--- src/rtl/sfx_scheduler.sv ---
// sfx_scheduler: fixed-priority sound-effect arbiter and note sequencer.
// Accepts one-cycle event pulses (jump, score, crash) and plays the winning
// effect's note list through one shared square-wave tone generator.
`timescale 1ns/1ps

module sfx_scheduler #(
    parameter int NOTE_CYC = 5_000_000, // cycles per note, minimum 2
    parameter int HP_SHIFT = 0          // right shift on every half-period
) (
    input  logic       board_clk,
    input  logic       Reset,
    input  logic       req_jump,
    input  logic       req_score,
    input  logic       req_crash,
    input  logic       mute,
    output logic       ampPWM,
    output logic       ampSD,
    output logic       busy,
    output logic [1:0] active_id
);

    typedef enum logic {
        IDLE = 1'b0,
        PLAY = 1'b1
    } state_t;

    localparam logic [22:0] NOTE_LAST = 23'(NOTE_CYC - 1);

    // Unshifted half-period in cycles for note idx of effect id.
    function automatic logic [17:0] note_half_period(input logic [1:0] id,
                                                     input logic [1:0] idx);
        logic [17:0] hp;
        case ({id, idx})
            4'b01_00: hp = 18'd56818;
            4'b01_01: hp = 18'd37922;
            4'b10_00: hp = 18'd47778;
            4'b10_01: hp = 18'd37922;
            4'b10_10: hp = 18'd31888;
            4'b11_00: hp = 18'd113636;
            4'b11_01: hp = 18'd151686;
            4'b11_10: hp = 18'd227273;
            4'b11_11: hp = 18'd227273;
            default:  hp = 18'd0;
        endcase
        return hp;
    endfunction

    // Index of the final note of effect id.
    function automatic logic [1:0] note_last_idx(input logic [1:0] id);
        logic [1:0] last;
        case (id)
            2'd1:    last = 2'd1;
            2'd2:    last = 2'd2;
            2'd3:    last = 2'd3;
            default: last = 2'd0;
        endcase
        return last;
    endfunction

    state_t      state_q, state_d;
    logic [1:0]  active_id_q, active_id_d;
    logic [1:0]  note_idx_q, note_idx_d;
    logic [22:0] note_cnt_q, note_cnt_d;
    logic [17:0] hp_cnt_q, hp_cnt_d;
    logic        lvl_q, lvl_d;
    logic        busy_q, busy_d;
    logic        amp_pwm_q, amp_pwm_d;
    logic        amp_sd_q, amp_sd_d;

    logic [1:0]  cand;
    logic        accept;
    logic [17:0] hp_raw;
    logic [17:0] hp_last;
    logic        note_end;
    logic        last_note;

    // Arbitration, acceptance, tone/note sequencing and next output values.
    always_comb begin
        // NOTE: every signal written here gets a default first, so no path
        // leaves it unassigned and no latch is inferred.
        state_d     = state_q;
        active_id_d = active_id_q;
        note_idx_d  = note_idx_q;
        note_cnt_d  = note_cnt_q;
        hp_cnt_d    = hp_cnt_q;
        lvl_d       = lvl_q;

        // Highest ID present this cycle wins.
        cand = 2'd0;
        if (req_crash) begin
            cand = 2'd3;
        end else if (req_score) begin
            cand = 2'd2;
        end else if (req_jump) begin
            cand = 2'd1;
        end

        // Equal ID restarts, higher ID preempts, lower ID is dropped.
        accept = (cand != 2'd0) && ((state_q == IDLE) || (cand >= active_id_q));

        // A half-period that shifts down to 0 behaves as 1 (toggle every cycle).
        hp_raw    = note_half_period(active_id_q, note_idx_q) >> HP_SHIFT;
        hp_last   = (hp_raw == 18'd0) ? 18'd0 : hp_raw - 18'd1;
        note_end  = (note_cnt_q == NOTE_LAST);
        last_note = (note_idx_q == note_last_idx(active_id_q));

        if (state_q == PLAY) begin
            if (hp_cnt_q == hp_last) begin
                hp_cnt_d = 18'd0;
                lvl_d    = ~lvl_q;
            end else begin
                hp_cnt_d = hp_cnt_q + 18'd1;
            end

            // Note boundary overrides the tone counter: a partial half-period
            // is truncated and the next note starts high.
            if (note_end) begin
                note_cnt_d = 23'd0;
                hp_cnt_d   = 18'd0;
                if (last_note) begin
                    state_d     = IDLE;
                    active_id_d = 2'd0;
                    note_idx_d  = 2'd0;
                    lvl_d       = 1'b0;
                end else begin
                    note_idx_d = note_idx_q + 2'd1;
                    lvl_d      = 1'b1;
                end
            end else begin
                note_cnt_d = note_cnt_q + 23'd1;
            end
        end

        // An accept wins over everything, including the final note ending.
        if (accept) begin
            state_d     = PLAY;
            active_id_d = cand;
            note_idx_d  = 2'd0;
            note_cnt_d  = 23'd0;
            hp_cnt_d    = 18'd0;
            lvl_d       = 1'b1;
        end

        // Outputs are registered from the next state so they line up with it.
        busy_d    = (state_d == PLAY);
        amp_sd_d  = busy_d & ~mute;
        amp_pwm_d = lvl_d & busy_d & ~mute;
    end

    // State, counters and registered outputs; Reset clears everything at once.
    always_ff @(posedge board_clk or posedge Reset) begin
        // NOTE: non-blocking assignments so every flop samples the values from
        // before this edge, independent of statement order.
        if (Reset) begin
            state_q     <= IDLE;
            active_id_q <= 2'd0;
            note_idx_q  <= 2'd0;
            note_cnt_q  <= 23'd0;
            hp_cnt_q    <= 18'd0;
            lvl_q       <= 1'b0;
            busy_q      <= 1'b0;
            amp_pwm_q   <= 1'b0;
            amp_sd_q    <= 1'b0;
        end else begin
            state_q     <= state_d;
            active_id_q <= active_id_d;
            note_idx_q  <= note_idx_d;
            note_cnt_q  <= note_cnt_d;
            hp_cnt_q    <= hp_cnt_d;
            lvl_q       <= lvl_d;
            busy_q      <= busy_d;
            amp_pwm_q   <= amp_pwm_d;
            amp_sd_q    <= amp_sd_d;
        end
    end

    assign ampPWM    = amp_pwm_q;
    assign ampSD     = amp_sd_q;
    assign busy      = busy_q;
    assign active_id = active_id_q;

endmodule

--- config.mk ---
export PLATFORM = sky130hd
export DESIGN_NAME = sfx_scheduler
export DESIGN_NICKNAME = d
export VERILOG_FILES = /design/src/rtl/sfx_scheduler.sv
export SDC_FILE = /design/constraint.sdc
export NUM_CORES = 1
export LEC_CHECK = 0
export CAP_MARGIN = 20
export CORE_MARGIN = 5
export CORE_UTILIZATION = 48
export CTS_CLUSTER_SIZE = 40
export DETAILED_ROUTE_END_ITERATION = 12
export PLACE_DENSITY = 0.77
export SYNTH_ARGS = -nofsm -noshare
export SYNTH_HDL_FRONTEND = slang
export SYNTH_SLANG_ARGS = --single-unit
--- constraint.sdc ---
create_clock -name board_clk -period 3.85 [get_ports board_clk]
set_input_delay 0.77 -clock board_clk [delete_from_list [all_inputs] [get_ports board_clk]]
set_output_delay 0.77 -clock board_clk [all_outputs]
set_load 0.1 [all_outputs]
==> reports/qor.txt, run 1 <==
most frequent cell after synthesis: nor2_1
Final Non-Filler Cells: 546
final RePlAce weighted congestion: 0.9487
met3 Usage GRT: 3.094%
Unique masters post-synth: 63
CTS Root Cell: clkbuf_8
CP arrival: 3.74 ns
GRT Overall Usage: 18.88%
via count: 3374
Tightest Pin Transition: 0.9695 ns
R2R Path End: hp_cnt_q[6]
FF-to-FF path depth: 12
post-place setup slack: 0.2254 ns
first-pass GRT wire length: 15110 µm
hold path depth: 1
power density over the cells: 624.0 nW/µm²
placed insts: 537
layout net count: 462
Starting Density: 49.64%
FMAX: 282.2 MHz
Final Hold Fails: 0
DR iter-0 viols: 322
worst min path class: reg -> reg
Hold Path Origin: note_cnt_q[2]
number of enable flip-flop cells after synthesis: 0
drc violations: 0
Ports: 11
largest net degree at the start of global routing: 50
syn nets: 457
share of cells above drive strength 1: 7.830%
n_diodes: 0
Yosys top cell area share: 33.87%
Syn Std Cell Area: 3620 µm²
Post-Syn Area per Cell: 8.208 µm²
register area share after synthesis: 33.87%
hold worst-path end: note_cnt_q[2]
CTS Buf Count: 5
Gate Count Post-Synth: 441
FF-to-FF setup slack: 0.31 ns
FFs w/ async S/R, synth: 100.0%
CTS Buffer Depth: 2
die area: 9378 µm²
GR Util met1: 23.48%
FF+latch count, synth: 49
Tmin final: 3.543 ns
Synth area leader: dfrtp_1
Port Buffers: 10
Overall Power: 0.002459 W
TritonCTS clock tree: done
Final Skew: 0.01525 ns
top_reg_cell synth: dfrtp_1
CP required: 4.04 ns
chip height: 96.84 µm
first-pass detailed-route iteration total: 5
slew margin rel.: 35.16%
LEAKAGE: 1.724 nW
MaxCap Viol Count: 0
Layout area overhead: 8.883%
# fillers: 683
Finish-stage setup viols: 0
CTS HTree Levels: 2
total global routing overflow: 0
setup_tns: 0 ns
post-CTS setup buffer count: 0
wire per inst: 16.11 µm
number of global-route vias before repair: 3237
period utilisation layout: 92.03%
Core ar.: 7292 µm²
clock latency reported for the late side of the worst-skew pair: 0.31 ns
grt met2 use: 31.90%
Slew Limit Fails: 0
num rows: 31
crit path max fanout: 14
Die W: 96.84 µm
Worst VDD drop: 0.2910 mV
TritonCTS Sinks: 49
Finished Core Util: 54.05%
Most Used Layer, Global Route: met2
Storage cell area: 1229 µm²
Detailed Place HPWL: 6300 µm
outcome: complete, no violations
RSZ-0062 raised after global routing: no
Reg2Reg Launch Point: note_idx_q[0]
top post-synthesis cells by area: dfrtp_1, nor2_1, nand2_1, xor2_1, ha_1
startpoint types: register
Ys Warns: 0
CP Capture Type: register
initial antenna violation count: 0
Avg Vias per Cell: 6.179
Setup CP Type: reg -> reg
final WL: 8798 µm
Multi-input gate area: 2208 µm²
Synth top cells by count: nor2_1, dfrtp_1, nand2_1, o21ai_0, nand3_1
post-route ant nets: 0
Setup WS post-layout: 0.3067 ns
Worst-path clk slew: 0.11 ns
==> report_power, final <==
| group | total, W | switching (W) | leakage [nW] | internal [W] |
|---|---|---|---|---|
| registers | 0.000626 | 0.0000651 | 0.656 | 0.000561 |
| logic | 0.00145 | 0.000934 | 1.01 | 0.000512 |
| clock network | 0.000388 | 0.000189 | 0.0591 | 0.000198 |
| total | 0.00246 | 0.00119 | 1.72 | 0.00127 |
==> kinds of logic after synthesis <==
| group | after synthesis | share of synthesized area (%) |
|---|---|---|
| XOR/XNOR | 22 | 5.323 |
| multiplexers | 7 | 2.316 |
| flip-flops | 49 | 33.87 |
| buffers and inverters | 40 | 5.426 |
| adder cells (fa/ha/maj) | 10 | 3.457 |
| AND/OR/NAND/NOR | 206 | 29.21 |
| AO/OA/AOI/OAI | 107 | 20.39 |
==> per-layer routing <==
layer,share of wire (%),up-vias,wire (µm)
li1,-,1615,-
met5,0,-,0
met2,50,105,4376
met3,4.1,23,359
met1,43,1631,3792
met4,3.1,0,269
==> critical path: stages (launching register included) <==
cell and delay [ns]:
dfrtp_1 0.49, ha_1 0.32, a21oi_1 0.15, ha_1 0.27, o21ai_1 0.14, nor3_1 0.32, nand3_1 0.18, a2111o_1 0.40
a2111oi_2 0.31, and4b_1 0.31, buf_4 0.22, nor2_1 0.06, a211o_1 0.25
==> state kept, by name, summed over array words and instances, names as in the netlist <==
name        cells
active_id       2
hp_cnt_q       18
busy            1
ampSD           1
ampPWM          1
note_cnt_q     23
lvl_q           1
note_idx_q      2
==> cell type report <==
type	instances	share of cell area, %
Multi-Input combinational cell	352	56.03
Timing Repair Buffer	23	5.270
Clock buffer	5	1.746
Inverter	15	1.429
Sequential cell	49	31.17
Clock inverter	3	1.206
Tap cell	99	3.143
==> cell usage in the layout (no fill, tap or decap), types with 3 or more instances in the layout <==
cell type | netlist | routed
a21oi_1 | 16 | 16
o31ai_1 | 13 | 13
xnor2_1 | 7 | 7
nand3_1 | 24 | 24
nor2_1 | 51 | 51
mux2i_1 | 5 | 5
inv_1 | 14 | 13
a211o_1 | 7 | 7
a21o_1 | 8 | 8
nor4b_1 | 5 | 5
nand2_1 | 47 | 47
and3b_1 | 4 | 4
o21ai_0 | 25 | 25
nand4_1 | 8 | 8
o22ai_1 | 4 | 4
nor4_1 | 8 | 7
nor3_1 | 15 | 14
or4_1 | 4 | 4
dfrtp_1 | 49 | 47
ha_1 | 10 | 10
clkbuf_8 | 0 | 5
and3_1 | 11 | 11
nor2b_1 | 5 | 5
a221o_1 | 3 | 3
nand2b_1 | 4 | 4
buf_4 | 3 | 13
xor2_1 | 15 | 15
clkdlybuf4s50_1 | 0 | 9
a22o_1 | 3 | 3
and2_1 | 4 | 4
or3_1 | 5 | 5
==> what timing repair did <==
| action | 4_1_cts | 5_1_grt |
|---|---|---|
| setup endpoints to repair | 0 | 5 |
| hold buffers | 0 | 0 |
| endpoints found under the hold margin | 0 | 0 |
| resized for setup | 0 | 1 |
==> per-stage QoR <==
stage / cell area, µm² / hold slack (ns)
global placement: 3799 / 0.4929
CTS: 3915 / 0.5170
global route: 3941 / 0.5318
floorplan: 3623 / 0.4603
detailed placement: 3799 / 0.5000
finish: 3941 / 0.5205
==> worst max path at each step <==
stage	cells after the start	end	from	slack, ns
after floorplan	17	lvl_q	note_idx_q[1]	0.07
after global placement	13	hp_cnt_q[8]	req_score	0.36
after detailed placement	13	hp_cnt_q[8]	req_score	0.23
after CTS	12	hp_cnt_q[6]	note_idx_q[0]	0.38
after global routing	12	lvl_q	note_idx_q[0]	0.05
final	12	hp_cnt_q[6]	note_idx_q[0]	0.31
Note: power is estimated with default switching activity, not from simulation.
==> run 2: changes to the inputs <==
--- a/config.mk
+++ b/config.mk
@@ -5,6 +5,7 @@
 export SDC_FILE = /design/constraint.sdc
 export NUM_CORES = 1
 export LEC_CHECK = 0
+export ABC_CLOCK_PERIOD_IN_PS = 3850
 export CAP_MARGIN = 20
 export CORE_MARGIN = 5
 export CORE_UTILIZATION = 48
==> results of run 2 <==
Final layout, timing and power as in run 1 (identical DEF).
